File: src/rtl/topk_pkg.sv
// rtl/topk_pkg.sv - shared state type and default sizes for the top-K readout block
package topk_pkg;

    typedef enum logic {
        ST_COLLECT,
        ST_DRAIN
    } topk_state_e;

    localparam int TOPK_DEFAULT_K  = 4;
    localparam int TOPK_DEFAULT_DW = 32;

endpackage

File: src/rtl/topk_slot_cell.sv
// rtl/topk_slot_cell.sv - one ranked slot: comparator plus insert/shift-in mux
module topk_slot_cell
    import topk_pkg::*;
#(
    parameter int DW = TOPK_DEFAULT_DW
) (
    input  logic          clk,
    input  logic          reset,
    input  logic          ins,
    input  logic          clr,
    input  logic          occ,
    input  logic          prev_take,
    input  logic [DW-1:0] din,
    input  logic [DW-1:0] prev_val,
    output logic          take,
    output logic [DW-1:0] val
);

    // Empty slots always accept; occupied ones only on strictly greater so ties land below.
    assign take = !occ || (din > val);

    always_ff @(posedge clk or posedge reset) begin
        if (reset) begin
            val <= '0;
        end else if (clr) begin
            val <= '0;
        end else if (ins && take) begin
            val <= prev_take ? prev_val : din;
        end
    end

endmodule

File: src/rtl/topk_readout.sv
// rtl/topk_readout.sv - streaming top-K tracker with ranked valid/ready readout
module topk_readout
    import topk_pkg::*;
#(
    parameter int DATA_WIDTH = TOPK_DEFAULT_DW,
    parameter int K          = TOPK_DEFAULT_K,
    localparam int CNT_W     = $clog2(K + 1)
) (
    input  logic                  clk,
    input  logic                  reset,
    input  logic                  din_valid,
    input  logic [DATA_WIDTH-1:0] din,
    input  logic                  drain,
    output logic                  dout_valid,
    input  logic                  dout_ready,
    output logic [DATA_WIDTH-1:0] dout,
    output logic                  dout_last,
    output logic                  busy,
    output logic [CNT_W-1:0]      count,
    output logic                  din_drop
);

    topk_state_e state, state_nxt;

    logic [CNT_W-1:0]      idx;
    logic [DATA_WIDTH-1:0] slot_val [K];
    logic [DATA_WIDTH-1:0] prev_val [K];
    logic [K-1:0]          take;
    logic [K-1:0]          prev_take;
    logic [K-1:0]          occ;
    logic                  ins;
    logic                  beat;
    logic                  at_last;
    logic                  last_beat;

    assign ins       = (state == ST_COLLECT) && din_valid;
    assign beat      = (state == ST_DRAIN) && dout_ready;
    assign at_last   = (idx == count - CNT_W'(1));
    assign last_beat = beat && at_last;
    assign prev_take = {take[K-2:0], 1'b0};

    // Occupied slots always form a prefix, so the take flags are monotonic down the chain.
    for (genvar i = 0; i < K; i++) begin : g_cell
        assign occ[i] = (CNT_W'(i) < count);
        if (i == 0) begin : g_head
            assign prev_val[i] = '0;
        end else begin : g_body
            assign prev_val[i] = slot_val[i-1];
        end
        topk_slot_cell #(.DW(DATA_WIDTH)) u_cell (
            .clk       (clk),
            .reset     (reset),
            .ins       (ins),
            .clr       (last_beat),
            .occ       (occ[i]),
            .prev_take (prev_take[i]),
            .din       (din),
            .prev_val  (prev_val[i]),
            .take      (take[i]),
            .val       (slot_val[i])
        );
    end

    always_ff @(posedge clk or posedge reset) begin
        if (reset) begin
            state <= ST_COLLECT;
        end else begin
            state <= state_nxt;
        end
    end

    always_comb begin
        state_nxt = state;
        case (state)
            ST_COLLECT: if (drain && (count != '0 || din_valid)) state_nxt = ST_DRAIN;
            ST_DRAIN:   if (last_beat) state_nxt = ST_COLLECT;
            default:    state_nxt = ST_COLLECT;
        endcase
    end

    always_comb begin
        dout_valid = (state == ST_DRAIN);
        busy       = (state == ST_DRAIN);
        dout_last  = (state == ST_DRAIN) && at_last;
        dout       = '0;
        if (state == ST_DRAIN) begin
            for (int i = 0; i < K; i++) begin
                if (idx == CNT_W'(i)) dout = slot_val[i];
            end
        end
    end

    always_ff @(posedge clk or posedge reset) begin
        if (reset) begin
            count    <= '0;
            idx      <= '0;
            din_drop <= 1'b0;
        end else begin
            din_drop <= (state == ST_DRAIN) && din_valid;
            if (last_beat) begin
                count <= '0;
                idx   <= '0;
            end else if (beat) begin
                idx <= idx + CNT_W'(1);
            end else if (ins && count < CNT_W'(K)) begin
                count <= count + CNT_W'(1);
            end
        end
    end

endmodule

File: config.mk
export PLATFORM = sky130hd
export DESIGN_NAME = topk_readout
export DESIGN_NICKNAME = d
export VERILOG_FILES = /design/src/rtl/topk_pkg.sv /design/src/rtl/topk_slot_cell.sv /design/src/rtl/topk_readout.sv
export SDC_FILE = /design/constraint.sdc
export NUM_CORES = 1
export LEC_CHECK = 0
export CAP_MARGIN = 20
export CORE_MARGIN = 4
export CORE_UTILIZATION = 40
export CTS_CLUSTER_SIZE = 40
export DETAILED_ROUTE_END_ITERATION = 8
export PLACE_DENSITY = 0.67
export REMOVE_ABC_BUFFERS = 1
export SKIP_CTS_REPAIR_TIMING = 1
export SLEW_MARGIN = 20
export SYNTH_ARGS = -nofsm -noshare
export SYNTH_HDL_FRONTEND = slang
export SYNTH_SLANG_ARGS = --single-unit
export TNS_END_PERCENT = 50
File: constraint.sdc
create_clock -name clk -period 5.2 [get_ports clk]
set_input_delay 1.04 -clock clk [delete_from_list [all_inputs] [get_ports clk]]
set_output_delay 1.04 -clock clk [all_outputs]
set_load 0.05 [all_outputs]
==> flow_results.org <==
** Clocking
- Clock Latency Late Sink :: around 430 ps
- Worst-path clk slew :: 70 ps
- Max clock buf depth :: 2
- Clock sink count :: about 140
- Clock buffers created by TritonCTS :: 17
- The tree is rooted in a sky130_fd_sc_hd__clkbuf_16.
- CTS tree :: built
- H-tree depth :: 4

** Yosys
- Combinational family with the most area after synthesis :: compound AO/OA/AOI/OAI gates
- Register area share after synthesis :: 0.276
- Of the post-synthesis cell area, the part taken by muxes is 0.0260.
- Commonest register cell after synthesis :: sky130_fd_sc_hd__dfrtp_1
- Post-synthesis simple-gate area fraction :: 0.163
- Synth unique cells :: 57
- The synthesized design contains 0 enable-type register cells.
- After synthesis, the mean cell area works out to 7.98 sq um.
- Yosys printed 0 warnings.
- Syn Std Cell Area :: between 10000 and 15000 sq um
- Of the total synthesized cell area, the portion taken by full adders, half adders and majority gates is 0.139.
- Xor and xnor fraction of the mapped netlist area :: 0.00355
- Share of flip-flops with an asynchronous set or reset :: 1.00
- Synthesized netlist cell count :: between 1500 and 2000
- The synthesized-area fraction occupied by ao, oa, aoi and oai cells came to 0.298.
- Flip-flop and latch count after synthesis :: ~140

** Final layout
- In the final layout, the share of cells above drive strength 1 is 0.0791.
- Antenna Diode Count :: 0
- Synthesis-to-layout area growth :: 14.8%
- In the final design database the tool counted roughly 1700 nets.

** Detailed routing
- Summing over every cut layer, the via total after detailed routing is roughly 13000.
- WL per Instance :: between 20 and 25 microns
- In the routed design, unresolved DRC markers number 0.
- Detailed-router iteration count before antenna repair :: 5
- Number of routed nets with antenna violations :: 0
- The detailed router finished its first iteration with 1193 violations.
- Final Routed Wirelength :: between 40000 and 50000 microns
- DR vias/cell :: around 6.4

** Worst setup path
- Crit path arrival time :: about 3400 ps
- In this run the worst path has a maximum fanout of 32.
- Setup slack on the worst reg-to-reg path comes out at between 1500 and 2000 ps.
- Maximum single-stage delay on the critical path :: a little over 800 ps
- Data required time at the worst endpoint :: around 4200 ps
- Critical Path Source Type :: flip-flop
- The signal on the critical path passes through inv_1 -> ha_1 -> nor3b_2 -> buf_4 -> a22oi_1 -> a211oi_1 -> a21oi_1 -> nor2b_1 -> clkdlybuf4s50_1.
- The setup path with the least slack is of type flip-flop to primary output.
- Critical path's slowest cell :: sky130_fd_sc_hd__clkdlybuf4s50_1
- Family with the most delay on the worst path :: buffers and inverters
- Crit path capture type :: primary output
- Crit path buf inv count :: 3

** Floorplanning
- Chip height :: 184 microns
- Die Width :: about 180 microns
- Area of the placeable core :: 30500 sq um
- Number of primary I/O pins :: 76
- The die covers 33700 sq um.
- For this configuration, the core starts out at a cell density of 0.404.
- Std cell rows :: 64

** Min path
- The tightest min-delay check is of the flip-flop to flip-flop type.

** Place
- Final HPWL from detailed placement :: ~28000 microns
- Prior to clock tree synthesis, the placed netlist has a worst setup slack of between 700 and 800 ps.
- Port Buffer Count :: 75
- Final Wtd Congestion :: roughly 0.91

** GRT
- Antenna violations before repair :: 0
- Largest net degree at the start of global routing :: 97
- GRT Residual Overflow :: 0
- Number of global-route vias before repair :: 12237
- Global-route usage over all layers :: 0.244
- Wire length of the first global-routing pass :: between 60000 and 70000 microns

** Run status
- Result of the run :: finished clean

** STA
- Minimum clock period :: 4390 ps
- Max_slew headroom :: 0.309
- Setup repair after global routing left no endpoint under its margin.
- Final Hold Viols :: 0
- Final-report max-slew violation count :: 0
- Tightest Pin Transition :: between 1000 and 1500 ps
- In the finished design, the share of the clock period the worst path needs comes to 0.844.
- Final number of setup-violating endpoints :: 0
- Clock tree skew after final layout :: roughly 12 ps
- After layout, the worst setup slack is approximately 800 ps.
- Peak clock frequency supported by timing :: around 0.23 GHz

** Power and ir drop
- For this design the total switching power over the nets is roughly 5 mW.
- In this run the static leakage power is between 5 and 6 nW.
- Clock group share of total power :: 0.138
- The design draws just under 10 mW.
- VDD IR max :: between 0.0003 and 0.0004 V
- For this design the ratio of total power to cell area is roughly 690 nW/um^2.
- Sequential share of power :: 0.218
- Internal power comes to between 4 and 5 mW.
- Switching Fraction :: 0.515
- Combinational power share :: 0.644

** Flow run
- Count of maximum capacitance violations :: 0
==> placed cells by master (no fill, tap or decap), types with 41 or more instances in the layout <==
master,netlist,final
sky130_fd_sc_hd__nor3_1,41,41
sky130_fd_sc_hd__nand3_1,78,76
sky130_fd_sc_hd__nand4_1,63,63
sky130_fd_sc_hd__a21oi_1,187,184
sky130_fd_sc_hd__nand2_1,121,120
sky130_fd_sc_hd__clkdlybuf4s50_1,0,75
sky130_fd_sc_hd__o21ai_0,45,45
sky130_fd_sc_hd__dfrtp_1,136,136
sky130_fd_sc_hd__inv_1,166,165
sky130_fd_sc_hd__ha_1,137,136
sky130_fd_sc_hd__nor2_1,44,43
==> path summary, 6_finish.rpt <==
kind / startpoint / to / cells past startpoint
max: idx[1]$_DFFE_PP0P_ / dout[7] / 9
min: g_cell[3].u_cell.val[4]$_DFFE_PP0P_ / g_cell[3].u_cell.val[4]$_DFFE_PP0P_ / 1
max reg2reg: count[0]$_DFFE_PP0P_ / g_cell[3].u_cell.val[30]$_DFFE_PP0P_ / 9
min reg2reg: g_cell[3].u_cell.val[4]$_DFFE_PP0P_ / g_cell[3].u_cell.val[4]$_DFFE_PP0P_ / 1
max in group asynchronous: reset / g_cell[0].u_cell.val[25]$_DFFE_PP0P_ / 3
min in group asynchronous: reset / g_cell[0].u_cell.val[2]$_DFFE_PP0P_ / 2
==> layer usage <==
| layer | global-route usage | wire, microns | share of wire |
|---|---|---|---|
| met1 | 0.326 | 17500 | 0.42 |
| met2 | 0.404 | 19400 | 0.47 |
| met3 | 0.0394 | 3560 | 0.086 |
| met4 | 0.0819 | 1140 | 0.027 |
| met5 | 0 | 0 | 0 |
==> flip-flops by register name (all words and copies together) (netlist names) <==
signal / flops
g_cell.u_cell.val: 128
count: 3
idx: 3
busy: 1
din_drop: 1
==> cells by family (layout without fill, tap and decap cells) <==
| family | after synthesis | after routing |
|---|---|---|
| simple gates | 407 | 407 |
| flops | 136 | 136 |
| compound gates | 535 | 535 |
| buf+inv | 294 | 316 |
| xor+xnor | 5 | 5 |
| fa+ha+maj | 137 | 137 |
| mux | 32 | 32 |
==> cell type report <==
type                            count  area, sq um
Clock inverter                     11          169
Fill cell                        2955        16300
Sequential cell                   136         3400
Timing Repair Buffer              118         1120
Inverter                          166          628
Multi-Input combinational cell   1116         7880
Clock buffer                       21          470
Tap cell                          396          495
==> power by group through the flow <==
| stage | logic [mW] | registers, mW | clock network [mW] |
|---|---|---|---|
| detailed placement | 6.24 | 2.13 | 0 |
| CTS | 6.27 | 2.12 | 1.36 |
| finish | 6.31 | 2.13 | 1.35 |
| global placement | 6.12 | 2.11 | 0 |
| floorplan | 4.32 | 2.01 | 0 |
| global route | 6.89 | 2.21 | 1.41 |
==> metrics by stage <==
| stage | hold slack (ps) | TNS (ps) | utilization | cells | area (sq um) |
|---|---|---|---|---|---|
| detailed placement | 520 | 0 | 0.443 | 1932 | 13500 |
| global placement | 514 | 0 | 0.443 | 1932 | 13500 |
| CTS | 533 | 0 | 0.464 | 1964 | 14200 |
| global route | 552 | 0 | 0.464 | 1964 | 14200 |
| finish | 530 | 0 | 0.464 | 1964 | 14200 |
| floorplan | 496 | -309480 | - | 1418 | 11800 |
==> synthesized netlist by cell type, types with 3 or more instances <==
| cell type | instances | area, sq um |
|---|---|---|
| sky130_fd_sc_hd__a211oi_1 | 36 | 270 |
| sky130_fd_sc_hd__buf_1 | 3 | 11.3 |
| sky130_fd_sc_hd__nor2b_1 | 39 | 244 |
| sky130_fd_sc_hd__mux2i_1 | 32 | 320 |
| sky130_fd_sc_hd__o21a_1 | 4 | 30.0 |
| sky130_fd_sc_hd__dfrtp_1 | 136 | 3400 |
| sky130_fd_sc_hd__a22oi_1 | 32 | 240 |
| sky130_fd_sc_hd__and2_1 | 3 | 18.8 |
| sky130_fd_sc_hd__o21ai_0 | 45 | 225 |
| sky130_fd_sc_hd__nand2_1 | 121 | 454 |
| sky130_fd_sc_hd__buf_6 | 3 | 33.8 |
| sky130_fd_sc_hd__a22o_1 | 33 | 289 |
| sky130_fd_sc_hd__buf_4 | 5 | 37.5 |
| sky130_fd_sc_hd__ha_1 | 137 | 1710 |
| sky130_fd_sc_hd__a21o_1 | 13 | 97.6 |
| sky130_fd_sc_hd__buf_2 | 15 | 75.1 |
| sky130_fd_sc_hd__nor2_1 | 44 | 165 |
| sky130_fd_sc_hd__inv_1 | 166 | 623 |
| sky130_fd_sc_hd__a221oi_1 | 5 | 43.8 |
| sky130_fd_sc_hd__o211ai_1 | 37 | 278 |
| sky130_fd_sc_hd__nor4_1 | 5 | 31.3 |
| sky130_fd_sc_hd__a21oi_1 | 187 | 936 |
| sky130_fd_sc_hd__o22ai_1 | 31 | 194 |
| sky130_fd_sc_hd__xnor2_1 | 5 | 43.8 |
| sky130_fd_sc_hd__nand3_1 | 78 | 390 |
| sky130_fd_sc_hd__a311oi_1 | 31 | 272 |
| sky130_fd_sc_hd__clkbuf_1 | 102 | 383 |
| sky130_fd_sc_hd__nor3_1 | 41 | 205 |
| sky130_fd_sc_hd__a221oi_2 | 27 | 405 |
| sky130_fd_sc_hd__nand4_1 | 63 | 394 |
| sky130_fd_sc_hd__a31oi_1 | 33 | 206 |
No activity file was read; power rests on OpenSTA's default activity.
